===== src/rtl/clock_meter_pkg.sv =====
// Shared types and defaults for the clock period meter and its clockdiv users.
package clock_meter_pkg;

    localparam int unsigned DEFAULT_CNT_W = 32;

    typedef enum logic [1:0] {
        IDLE,
        MEASURE,
        STALLED
    } meter_state_t;

endpackage


===== src/rtl/sync_edge_detect.sv =====
// Multi-flop synchronizer for an asynchronous input, plus single-cycle rise/fall strobes.
module sync_edge_detect #(
    parameter int unsigned SYNC_STAGES = 2
) (
    input  logic iclk,
    input  logic irst_n,
    input  logic iasync,
    output logic osync,
    output logic orise,
    output logic ofall
);

    logic [SYNC_STAGES-1:0] sync_q;
    logic                   sync_dly_q;

    always_ff @(posedge iclk or negedge irst_n) begin
        if (!irst_n) begin
            sync_q     <= '0;
            sync_dly_q <= 1'b0;
        end else begin
            sync_q     <= {sync_q[SYNC_STAGES-2:0], iasync};
            sync_dly_q <= sync_q[SYNC_STAGES-1];
        end
    end

    always_comb begin
        osync = sync_q[SYNC_STAGES-1];
        orise = sync_q[SYNC_STAGES-1] & ~sync_dly_q;
        ofall = ~sync_q[SYNC_STAGES-1] & sync_dly_q;
    end

endmodule


===== src/rtl/clock_period_meter.sv =====
// Measures period and high time of an asynchronous square wave in iclk cycles,
// with a one-cycle valid strobe per period and a stall flag when edges stop.
module clock_period_meter
    import clock_meter_pkg::*;
#(
    parameter int unsigned CNT_W       = DEFAULT_CNT_W,
    parameter int unsigned TIMEOUT     = 50_000_000,
    parameter int unsigned SYNC_STAGES = 2
) (
    input  logic             iclk,
    input  logic             irst_n,
    input  logic             isig,
    input  logic             iclr,
    output logic [CNT_W-1:0] operiod,
    output logic [CNT_W-1:0] ohigh,
    output logic             ovalid,
    output logic             ostall
);

    localparam logic [CNT_W-1:0] TIMEOUT_VAL = CNT_W'(TIMEOUT);
    localparam logic [CNT_W-1:0] CNT_ONE     = CNT_W'(1);

    meter_state_t state_q, state_d;

    logic [CNT_W-1:0] count_q, count_d;
    logic [CNT_W-1:0] hi_lat_q, hi_lat_d;
    logic [CNT_W-1:0] period_q, period_d;
    logic [CNT_W-1:0] high_q, high_d;
    logic             valid_q, valid_d;
    logic             stall_q, stall_d;

    logic rise;
    logic fall;
    logic sync_unused;
    logic at_timeout;

    sync_edge_detect #(
        .SYNC_STAGES(SYNC_STAGES)
    ) u_sync (
        .iclk  (iclk),
        .irst_n(irst_n),
        .iasync(isig),
        .osync (sync_unused),
        .orise (rise),
        .ofall (fall)
    );

    assign at_timeout = (count_q == TIMEOUT_VAL);

    always_ff @(posedge iclk or negedge irst_n) begin
        if (!irst_n) begin
            state_q <= IDLE;
        end else begin
            state_q <= state_d;
        end
    end

    // A rise wins over a timeout landing on the same cycle.
    always_comb begin
        state_d = state_q;
        if (iclr) begin
            state_d = IDLE;
        end else begin
            unique case (state_q)
                IDLE: begin
                    if (rise) state_d = MEASURE;
                end
                MEASURE: begin
                    if (!rise && at_timeout) state_d = STALLED;
                end
                STALLED: begin
                    if (rise) state_d = MEASURE;
                end
                default: state_d = IDLE;
            endcase
        end
    end

    always_comb begin
        count_d  = count_q;
        hi_lat_d = hi_lat_q;
        period_d = period_q;
        high_d   = high_q;
        valid_d  = 1'b0;
        stall_d  = stall_q;
        if (iclr) begin
            count_d  = '0;
            hi_lat_d = '0;
            period_d = '0;
            high_d   = '0;
            stall_d  = 1'b0;
        end else begin
            unique case (state_q)
                IDLE: begin
                    // First edge only arms the measurement.
                    if (rise) count_d = CNT_ONE;
                end
                MEASURE: begin
                    if (rise) begin
                        period_d = count_q;
                        high_d   = hi_lat_q;
                        valid_d  = 1'b1;
                        count_d  = CNT_ONE;
                    end else begin
                        if (fall) hi_lat_d = count_q;
                        if (at_timeout) begin
                            stall_d  = 1'b1;
                            period_d = '0;
                            high_d   = '0;
                        end else begin
                            count_d = count_q + CNT_ONE;
                        end
                    end
                end
                STALLED: begin
                    if (rise) begin
                        stall_d = 1'b0;
                        count_d = CNT_ONE;
                    end
                end
                default: begin
                    count_d = '0;
                end
            endcase
        end
    end

    always_ff @(posedge iclk or negedge irst_n) begin
        if (!irst_n) begin
            count_q  <= '0;
            hi_lat_q <= '0;
            period_q <= '0;
            high_q   <= '0;
            valid_q  <= 1'b0;
            stall_q  <= 1'b0;
        end else begin
            count_q  <= count_d;
            hi_lat_q <= hi_lat_d;
            period_q <= period_d;
            high_q   <= high_d;
            valid_q  <= valid_d;
            stall_q  <= stall_d;
        end
    end

    always_comb begin
        operiod = period_q;
        ohigh   = high_q;
        ovalid  = valid_q;
        ostall  = stall_q;
    end

endmodule

===== config.mk =====
export PLATFORM = sky130hd
export DESIGN_NAME = clock_period_meter
export DESIGN_NICKNAME = d
export VERILOG_FILES = /design/src/rtl/clock_meter_pkg.sv /design/src/rtl/sync_edge_detect.sv /design/src/rtl/clock_period_meter.sv
export SDC_FILE = /design/constraint.sdc
export NUM_CORES = 1
export LEC_CHECK = 0
export BUFFER_PORTS_ARGS = -buffer_cell sky130_fd_sc_hd__buf_4
export CAP_MARGIN = 30
export CORE_MARGIN = 4
export CORE_UTILIZATION = 45
export DETAILED_ROUTE_END_ITERATION = 10
export GPL_TIMING_DRIVEN = 0
export PLACE_DENSITY = 0.72
export SLEW_MARGIN = 30
export SYNTH_ARGS = -nofsm -noshare
export SYNTH_HDL_FRONTEND = slang
export SYNTH_SLANG_ARGS = --single-unit

===== constraint.sdc =====
create_clock -name iclk -period 2.29 [get_ports iclk]
set_input_delay 0.458 -clock iclk [delete_from_list [all_inputs] [get_ports iclk]]
set_output_delay 0.458 -clock iclk [all_outputs]
set_load 0.05 [all_outputs]

; ---- Word-level counts from Yosys, hierarchy flattened
; Index checks and enable logic that the tools add are counted.
[classes]
reduce_logical = 13
mux = 28
n_eq_ne = 10
add_sub_neg = 1
n_bitwise = 4
[ops]
columns = op, n
row1 = 32-bit two-way mux, 15
row2 = 32-bit one-hot mux with 2 select lines, 1
row3 = "32-bit by 1-bit adder with 32-bit output, second input constant", 1
row4 = "32-bit by 26-bit equality test with 1-bit output, second input constant", 1
row5 = "3-bit != test, second input constant", 4
row6 = 1-bit two-way mux, 7
row7 = 2-bit two-way mux, 3
row8 = 2-bit AND reduction, 3
row9 = 3-bit nonzero test, 2
row10 = "4-bit != test, second input constant", 1
row11 = 2-bit one-hot mux with 2 select lines, 1
row12 = 4-bit AND reduction, 1
row13 = 2-bit nonzero test, 2
row14 = "3-bit by 1-bit != test with 1-bit output, second input constant", 1
row15 = 3-bit AND reduction, 1
row16 = 1-bit AND, 2
row17 = "2-bit by 1-bit equality test with 1-bit output, second input constant", 1
row18 = "2-bit equality test, second input constant", 1
row19 = 2-bit zero test, 1
row20 = "2-bit != test, second input constant", 1
row21 = 1-bit inverter, 2
row22 = 1-bit one-hot mux with 2 select lines, 1
row23 = 2-bit OR reduction, 1
row24 = 1-bit logical AND, 1
row25 = 1-bit zero test, 1
[word_totals]
out_inout_bits = 66
register_bits = 135
in_bits = 4
elab_cells = 65

; ---- Logic depth before layout (Yosys ltp)
; Gate-level depths: netlist (run 1).
[logic_depth]
ltp_word = 7
ltp_mapped = 8

; ---- Cells and area by module
; Synthesis (run 1) repeated with hierarchy kept, for this count alone.
[hier_totals]
hier_cells = 528
hier_area_um2 = 5703.0
[by_module_without_submodules]
columns = mod, seq_area_each_um2, cells_each, area_each_um2, n_inst
row1 = clock_period_meter, 3303.2, 523, 5612.9, 1
row2 = sync_edge_detect, 75.1, 5, 90.1, 1

; ---- Worst setup path after synthesis (run 1)
; OpenSTA, ideal clock, no wires.
[synth_path]
path_type = reg-to-reg
startpoint = register count_q[0]
endpoint = register high_q[10], in the netlist ohigh[10]
path_buffers = 1
arrival_ns = 1.719
setup_ns = 0.121
path_stages_with_launch = 9
period_less_slack_ns = 1.840
slack_ns = 0.450
path_cell_list = dfrtp_1 > inv_1 > ha_1 > nor4b_1 > nand4_1 > o21ai_1 > a21oi_2 > buf_2 > a22o_1
[synth_via]
elab_chain_len = 3
[synth_rtl]
columns = element, line
row1 = from (decl), clock_period_meter.sv:25  ; logic [CNT_W-1:0] count_q, count_d;
row2 = from (signal assigned), clock_period_meter.sv:137  ; count_q <= count_d;
row3 = 32-bit by 26-bit equality test with 1-bit output, clock_period_meter.sv:48  ; assign at_timeout = (count_q == TIMEOUT_VAL);
row4 = 3-bit nonzero test (no source line), n/a
row5 = 2-bit AND reduction (no source line), n/a
row6 = to (signal assigned), clock_period_meter.sv:140  ; high_q <= high_d;
row7 = to (decl), clock_period_meter.sv:28  ; logic [CNT_W-1:0] high_q, high_d;
; No other way between the ends.
; A chain may end at the register's enable or synchronous reset.

; ---- Worst setup path in the final report (run 1)
[layout_path]
startpoint = register count_q[16]
endpoint = register period_q[30], in the netlist operiod[30]
[layout_via]
elab_chain_len = 3
[layout_rtl]
columns = element, line
row1 = 32-bit by 26-bit equality test with 1-bit output, clock_period_meter.sv:48
row2 = 3-bit nonzero test (no source line), n/a
row3 = 2-bit AND reduction (no source line), n/a
row4 = to (signal assigned), clock_period_meter.sv:139  ; period_q <= period_d;
row5 = to (decl), clock_period_meter.sv:27  ; logic [CNT_W-1:0] period_q, period_d;
; No other way between the ends.

==> Implementation_results.wiki, run 1 <==
{| class="wikitable"
! Metric !! Value
|-
| Run status || complete, no violations
|-
| Count of placed standard cells in the final layout, fillers left out || 772
|-
| Die W || 120 um
|-
| Layout cell share with drive strength beyond 1 || 0.205
|-
| Reported leakage power || 3.21 nW
|-
| Count of distinct cell types in the synthesized netlist || 40
|-
| Clock Tree Root || sky130_fd_sc_hd__clkbuf_16
|-
| Router iterations before antenna repair || 5
|-
| Placed cells || 739
|-
| Number of antenna violations at the first check in global routing || 0
|-
| Number of enable flip-flop cells after synthesis || 0
|-
| Final hold violation count || 0
|-
| Final routed wirelength across all metal layers || 13900 um
|-
| Cell area after layout || 7030 um^2
|-
| Fmax achieved || 0.448 GHz
|-
| HPWL Detailed || 9530 um
|-
| Total count of max-transition violations in the final report || 0
|-
| Required time at the worst-slack endpoint || 2.59 ns
|-
| Core area || 12100 um^2
|-
| Via count of the first global-routing pass || 4433
|-
| Layout area overhead || 24.7%
|-
| DR WL/cell || 18.1 um
|-
| Buffer levels on the longest clock path || 2
|-
| Die Height || 120 um
|-
| Type of element capturing the critical path || flip-flop
|-
| Prevailing post-synth register cell || sky130_fd_sc_hd__dfrtp_1
|-
| Setup Viol. Count Final || 0
|-
| Diodes inserted || 0
|-
| Syn Inst Count || 501
|-
| Transition time of the tightest slew-check pin || 0.635 ns
|-
| Worst path arrival time || 2.53 ns
|-
| CTS H-tree lvls || 4
|-
| Crit Path Category || reg -> reg
|-
| Area of the die || 14400 um^2
|-
| Worst vdd rail ir drop || 0.278 mV
|-
| Remaining DRCs || 0
|-
| Total power draw || 0.00532 W
|-
| Area used by multi-input combinational logic || 2090 um^2
|-
| Via count || 4352
|-
| Remaining Overflow, GRT || 0
|-
| Ratio of total power to cell area || 757 nW/um^2
|-
| Initial cell density of the core || 0.465
|-
| Syn Nets || 507
|-
| Via/cell ratio || 5.64
|-
| TritonCTS buffer count || 17
|-
| Clock Latency Late Sink || 0.42 ns
|-
| Clk sink count || 135
|-
| Standard-cell rows || 40
|-
| Portion of the post-synthesis area used by sequential elements || 0.600
|-
| Boundary Pins || 70
|-
| Final critical-path required period || 2.23 ns
|-
| Register Area || 3380 um^2
|-
| Largest net degree at the start of global routing || 86
|-
| Relative max-transition margin || 0.573
|-
| Count of filler cells inserted in the layout || 1056
|-
| Mapped cell area || 5630 um^2
|-
| Number of nets with antenna violations after routing || 0
|-
| CTS tree || done
|-
| Register clock-pin slew on the reported worst setup and hold paths || 0.06 ns
|-
| Launching element type of the critical path || flip-flop
|-
| Synthesized area divided by synthesized cell count || 11.2 um^2
|-
| Global Route Usage Sum || 0.206
|-
| First-pass GRT wire length || 23200 um
|-
| Synth async-reset ratio || 1.00
|-
| Maximum capacitance violations || 0
|-
| Max Clock Skew || 0.00778 ns
|-
| Number of warnings printed during yosys synthesis || 0
|-
| Post-route fraction of the period consumed by the critical path || 0.974
|-
| Iter 0 DRT Violations || 434
|-
| Gp weighted congestion || 0.907
|-
| Critical Path Fanout Max || 10
|-
| Core occupancy in the finished layout || 0.580
|-
| Port Buffers || 69
|-
| Final Net Count || 598
|-
| Placement-stage cell area || 6400 um^2
|-
| Class of the most critical hold timing path || in -> reg
|-
| Number of synthesized register bits || 135
|}
-- worst max-delay path, cell delays in order, from the launching register on --
cell and delay (ns):
sky130_fd_sc_hd__dfrtp_1 0.50, sky130_fd_sc_hd__nor4b_1 0.49, sky130_fd_sc_hd__nand4_1 0.28, sky130_fd_sc_hd__o21ai_2 0.25
sky130_fd_sc_hd__a21oi_4 0.14, sky130_fd_sc_hd__clkbuf_4 0.23, sky130_fd_sc_hd__a22o_1 0.21
-- report_power, final --
group	internal (W)	switching (W)	leakage, nW	total [W]
Combinational	0.0000500	0.000155	1.04	0.000205
Clock	0.00173	0.000972	0.291	0.00270
Sequential	0.00240	0.00000953	1.87	0.00241
-- cell usage in the layout (no fill, tap or decap), drive strengths merged, types with 8 or more instances in the layout --
master,count
o21ai,40
xnor2,13
dfrtp,135
clkbuf,45
nand2b,30
nand3,15
or3,9
nor2,24
buf,84
nand2,46
nor4,8
a21oi,15
nand4,9
a22o,64
-- timing repair --
| action | 4_1_cts | 5_1_grt |
|---|---|---|
| resized for setup | 2 | 6 |
| endpoints found under the setup margin | 58 | 66 |
| setup buffers | 0 | 1 |
| hold buffers | 1 | 0 |
| hold endpoints to repair | 50 | 0 |
| pin swaps | 2 | 2 |
| gates cloned | 0 | 0 |
-- layer usage --
| layer | vias up | global-route usage | part of all wire |
|---|---|---|---|
| met2 | 133 | 0.311 | 0.48 |
| met1 | 2202 | 0.285 | 0.45 |
| li1 | 1992 | - | - |
| met3 | 25 | 0.0509 | 0.054 |
| met4 | 0 | 0.0880 | 0.020 |
| met5 | - | 0 | 0 |
-- final timing paths --
check                                           start                         end  slack (ns)  depth (start not counted)
max                           count_q[16]$_DFFE_PN0P_     operiod[30]$_DFFE_PN0P_        0.06                          6
min reg2reg                u_sync.sync_q[0]$_DFF_PN0_  u_sync.sync_q[1]$_DFF_PN0_        0.35                          0
max in group asynchronous                      irst_n      count_q[1]$_DFFE_PN0P_        1.04                          3
min in group asynchronous                      irst_n     operiod[23]$_DFFE_PN0P_        0.53                          2
max reg2reg                   count_q[16]$_DFFE_PN0P_     operiod[30]$_DFFE_PN0P_        0.06                          6
min                                              isig  u_sync.sync_q[0]$_DFF_PN0_        0.14                          1
-- cell families after synthesis --
family,synth area share
buf+inv,0.0309
compound gates,0.166
simple gates,0.169
flops,0.600
mux,0.00178
fa+ha+maj,0.00444
xor+xnor,0.0280
-- sequential cells by signal, summed over array words and instances (netlist names), 2 cells and up --
signal / flops
ohigh: 32
count_q: 32
operiod: 32
state_q: 2
u_sync.sync_q: 2
hi_lat_q: 32
-- final cells by class --
| cell class | count | share of cell area |
|---|---|---|
| plain buffers | 35 | 0.0215 |
| well taps | 168 | 0.0299 |
| clock buffers | 23 | 0.0709 |
| multi-input cells | 324 | 0.298 |
| clock inverters | 8 | 0.0135 |
| flip-flops and latches | 135 | 0.481 |
| inverters | 7 | 0.00374 |
| repair buffers | 72 | 0.0812 |
-- cells in the mapped netlist (9+ instances only) --
cell type                  instances  area share
sky130_fd_sc_hd__a21oi_1          14       0.012
sky130_fd_sc_hd__a22o_1           64       0.099
sky130_fd_sc_hd__buf_2            13       0.012
sky130_fd_sc_hd__clkbuf_1         21       0.014
sky130_fd_sc_hd__dfrtp_1         135        0.60
sky130_fd_sc_hd__nand2_1          46       0.031
sky130_fd_sc_hd__nand2b_1         30       0.033
sky130_fd_sc_hd__nand3_1          15       0.013
sky130_fd_sc_hd__nor2_1           24       0.016
sky130_fd_sc_hd__o21ai_0          36       0.032
sky130_fd_sc_hd__or3_1             9       0.010
sky130_fd_sc_hd__xnor2_1          13       0.020
-- through the flow --
stage	hold slack (ns)	worst slack (ns)	setup TNS [ns]
6_report	0.145	0.0594	0
3_3_place_gp	0.334	0.00427	0
2_1_floorplan	0.162	0.450	0
4_1_cts	0.122	0.00349	0
5_1_grt	0.124	-0.00337	-0.00631
3_5_place_dp	0.338	0.00326	0
Note: power is estimated with default switching activity, not from simulation.
==> run 2, diff against run 1 <==
--- a/config.mk
+++ b/config.mk
@@ -8,10 +8,10 @@
 export BUFFER_PORTS_ARGS = -buffer_cell sky130_fd_sc_hd__buf_4
 export CAP_MARGIN = 30
 export CORE_MARGIN = 4
-export CORE_UTILIZATION = 45
+export CORE_UTILIZATION = 51
 export DETAILED_ROUTE_END_ITERATION = 10
 export GPL_TIMING_DRIVEN = 0
-export PLACE_DENSITY = 0.72
+export PLACE_DENSITY = 0.79
 export SLEW_MARGIN = 30
 export SYNTH_ARGS = -nofsm -noshare
 export SYNTH_HDL_FRONTEND = slang
==> Implementation_results.wiki, run 2 (same netlist as run 1, synthesis figures left out) <==
{| class="wikitable"
! Metric !! Value
|-
| Logic gate share of total power || 0.038 (about the same)
|-
| DR WL/cell || 18.4 um (+1.9%)
|-
| Sequential Power Share || 0.449 (-0.004)
|-
| Sum of negative setup slack || 0 ns (unchanged)
|-
| Final routed wirelength across all metal layers || 13700 um (-1.5%)
|-
| Largest net degree at the start of global routing || 84 (-2.3%)
|-
| Core area || 10800 um^2 (-10%)
|-
| Clock Latency Late Sink || 0.53 ns (+0.11 ns)
|-
| CTS tree || done
|-
| Internal power of the cells || 0.00419 W (+0.17%)
|-
| NetSw || 0.00117 W (+3.2%)
|-
| Final Net Count || 599 (+0.17%)
|-
| TritonCTS buffer count || 17 (unchanged)
|-
| Type of element capturing the critical path || flip-flop
|-
| Total power draw || 0.00536 W (+0.81%)
|-
| Relative max-transition margin || 0.595 (+0.0222)
|-
| Clock Tree Root || sky130_fd_sc_hd__clkbuf_8
|-
| Total count of max-transition violations in the final report || 0 (unchanged)
|-
| Most frequent cells in the layout || 135 x sky130_fd_sc_hd__dfrtp_1, 71 x sky130_fd_sc_hd__buf_4, 64 x sky130_fd_sc_hd__a22o_1
|-
| Maximum capacitance violations || 0 (unchanged)
|-
| Setup Slack @ Placement || 0.0365 ns (+0.0332 ns)
|-
| Layout cell share with drive strength beyond 1 || 0.206 (+0.000973)
|-
| Ratio of total power to cell area || 764 nW/um^2 (+0.98%)
|-
| Port Buffers || 69 (unchanged)
|-
| Required time at the worst-slack endpoint || 2.73 ns (+0.14 ns)
|-
| Clk sink count || 135 (unchanged)
|-
| Hold WS || 0.0373 ns (-0.107 ns)
|-
| Max Clock Skew || 0.00819 ns (+0.000415 ns)
|-
| Crit Path Category || reg -> reg
|-
| Final worst slack || 0.126 ns (+0.0665 ns)
|-
| Gp weighted congestion || 0.900 (-0.74%)
|-
| First-pass GRT wire length || 23100 um (-0.83%)
|-
| Global Route Usage Sum || 0.229 (+0.0230)
|-
| Number of nets with antenna violations after routing || 0 (unchanged)
|-
| Count of placed standard cells in the final layout, fillers left out || 746 (-3.4%)
|-
| Final critical-path required period || 2.16 ns (-0.0665 ns)
|-
| Register clock-pin slew on the reported worst setup and hold paths || 0.06 ns (about the same)
|-
| Router iterations before antenna repair || 5 (unchanged)
|-
| Fmax achieved || 0.462 GHz (+3.1%)
|-
| Post-route fraction of the period consumed by the critical path || 0.945 (-0.0291)
|-
| Run status || complete, no violations
|-
| Reported leakage power || 3.22 nW (+0.38%)
|-
| Remaining Overflow, GRT || 0 (unchanged)
|-
| Iter 0 DRT Violations || 403 (-7.1%)
|-
| Diodes inserted || 0 (unchanged)
|-
| Via/cell ratio || 5.91 (+4.8%)
|-
| Buffer levels on the longest clock path || 2 (unchanged)
|-
| Hold Path Cell Cnt || 1 (unchanged)
|-
| Class of the most critical hold timing path || in -> reg
|-
| HPWL Detailed || 9200 um (-3.5%)
|-
| Clk network pwr share || 0.513 (+0.004)
|-
| Remaining DRCs || 0 (unchanged)
|-
| Via count of the first global-routing pass || 4418 (-0.34%)
|-
| Standard-cell rows || 38 (-5.0%)
|-
| Transition time of the tightest slew-check pin || 0.607 ns (-0.0284 ns)
|-
| Die W || 113 um (-5.7%)
|-
| Boundary Pins || 70 (unchanged)
|-
| Die Height || 113 um (-5.7%)
|-
| Switching share of total power || 0.219 (+0.00501)
|-
| Placed cells || 711 (-3.8%)
|-
| CTS H-tree lvls || 4 (unchanged)
|-
| RSZ-0062 raised after global routing || true
|-
| Worst path arrival time || 2.61 ns (+0.08 ns)
|-
| Setup Viol. Count Final || 0 (unchanged)
|-
| Critical Path Fanout Max || 10 (unchanged)
|-
| Number of antenna violations at the first check in global routing || 0 (unchanged)
|-
| Final hold violation count || 0 (unchanged)
|-
| Worst vdd rail ir drop || 0.411 mV (+48%)
|-
| Most common cell after layout, fill and taps aside || sky130_fd_sc_hd__dfrtp_1
|-
| Area of the die || 12800 um^2 (-11%)
|-
| Initial cell density of the core || 0.520 (+0.0546)
|-
| Launching element type of the critical path || flip-flop
|-
| Length in cells of the worst reg-to-reg path || 9 (+3)
|-
| Layout area overhead || 24.5%
|-
| Via count || 4407 (+1.3%)
|}
-- run 2: final timing paths --
check	start	end	slack, ns
worst max register to register	count_q[0]$_DFFE_PN0P_	count_q[4]$_DFFE_PN0P_	0.13
min in group asynchronous	irst_n	operiod[28]$_DFFE_PN0P_	0.52
worst max-delay path	count_q[0]$_DFFE_PN0P_	count_q[4]$_DFFE_PN0P_	0.13
max in group asynchronous	irst_n	ohigh[3]$_DFFE_PN0P_	1.10
worst min-delay path	isig	u_sync.sync_q[0]$_DFF_PN0_	0.04
worst min register to register	u_sync.sync_q[0]$_DFF_PN0_	u_sync.sync_q[1]$_DFF_PN0_	0.36
-- run 2: what timing repair did --
action                                  in CTS  in global routing
hold endpoints to repair                    82                  0
pin swaps                                    0                  1
endpoints found under the setup margin       1                 60
hold buffers                                 1                  0
setup buffers                                0                  2
gates cloned                                 0                  0
gates resized for setup                      1                  5
-- run 2: area by class of cell --
class,instances,area [um^2]
clock inverters,12,150
plain buffers,35,151
fillers,792,3830
multi-input cells,324,2100
well taps,140,175
inverters,7,26.3
repair buffers,73,578
flip-flops and latches,135,3380
clock buffers,20,455
-- run 2: critical path: stages (launching register included) --
cell,delay [ns]
sky130_fd_sc_hd__dfrtp_1,0.48
sky130_fd_sc_hd__inv_1,0.13
sky130_fd_sc_hd__ha_1,0.21
sky130_fd_sc_hd__nor4b_2,0.15
sky130_fd_sc_hd__nand4_1,0.16
sky130_fd_sc_hd__buf_4,0.14
sky130_fd_sc_hd__o21ai_1,0.10
sky130_fd_sc_hd__buf_4,0.19
sky130_fd_sc_hd__or3_1,0.36
sky130_fd_sc_hd__a21oi_1,0.15
-- run 2: power by group through the flow --
stage	logic [W]	registers [W]	clock network, W
6_report	0.000203	0.00240	0.00275
5_1_grt	0.000229	0.00240	0.00290
4_1_cts	0.000202	0.00240	0.00277
3_5_place_dp	0.000198	0.00245	0
3_3_place_gp	0.000185	0.00245	0
2_1_floorplan	0.000100	0.00245	0
-- run 2: layer usage --
metal,part of all wire,track usage
met1,0.44,0.317
met2,0.48,0.354
met3,0.065,0.0572
met4,0.018,0.0833
met5,0,0
-- run 2: stage by stage --
step            util  area, um^2
2_1_floorplan      -        5630
3_3_place_gp   0.584        6330
3_5_place_dp   0.587        6360
4_1_cts        0.644        6980
5_1_grt        0.647        7010
6_report       0.647        7010
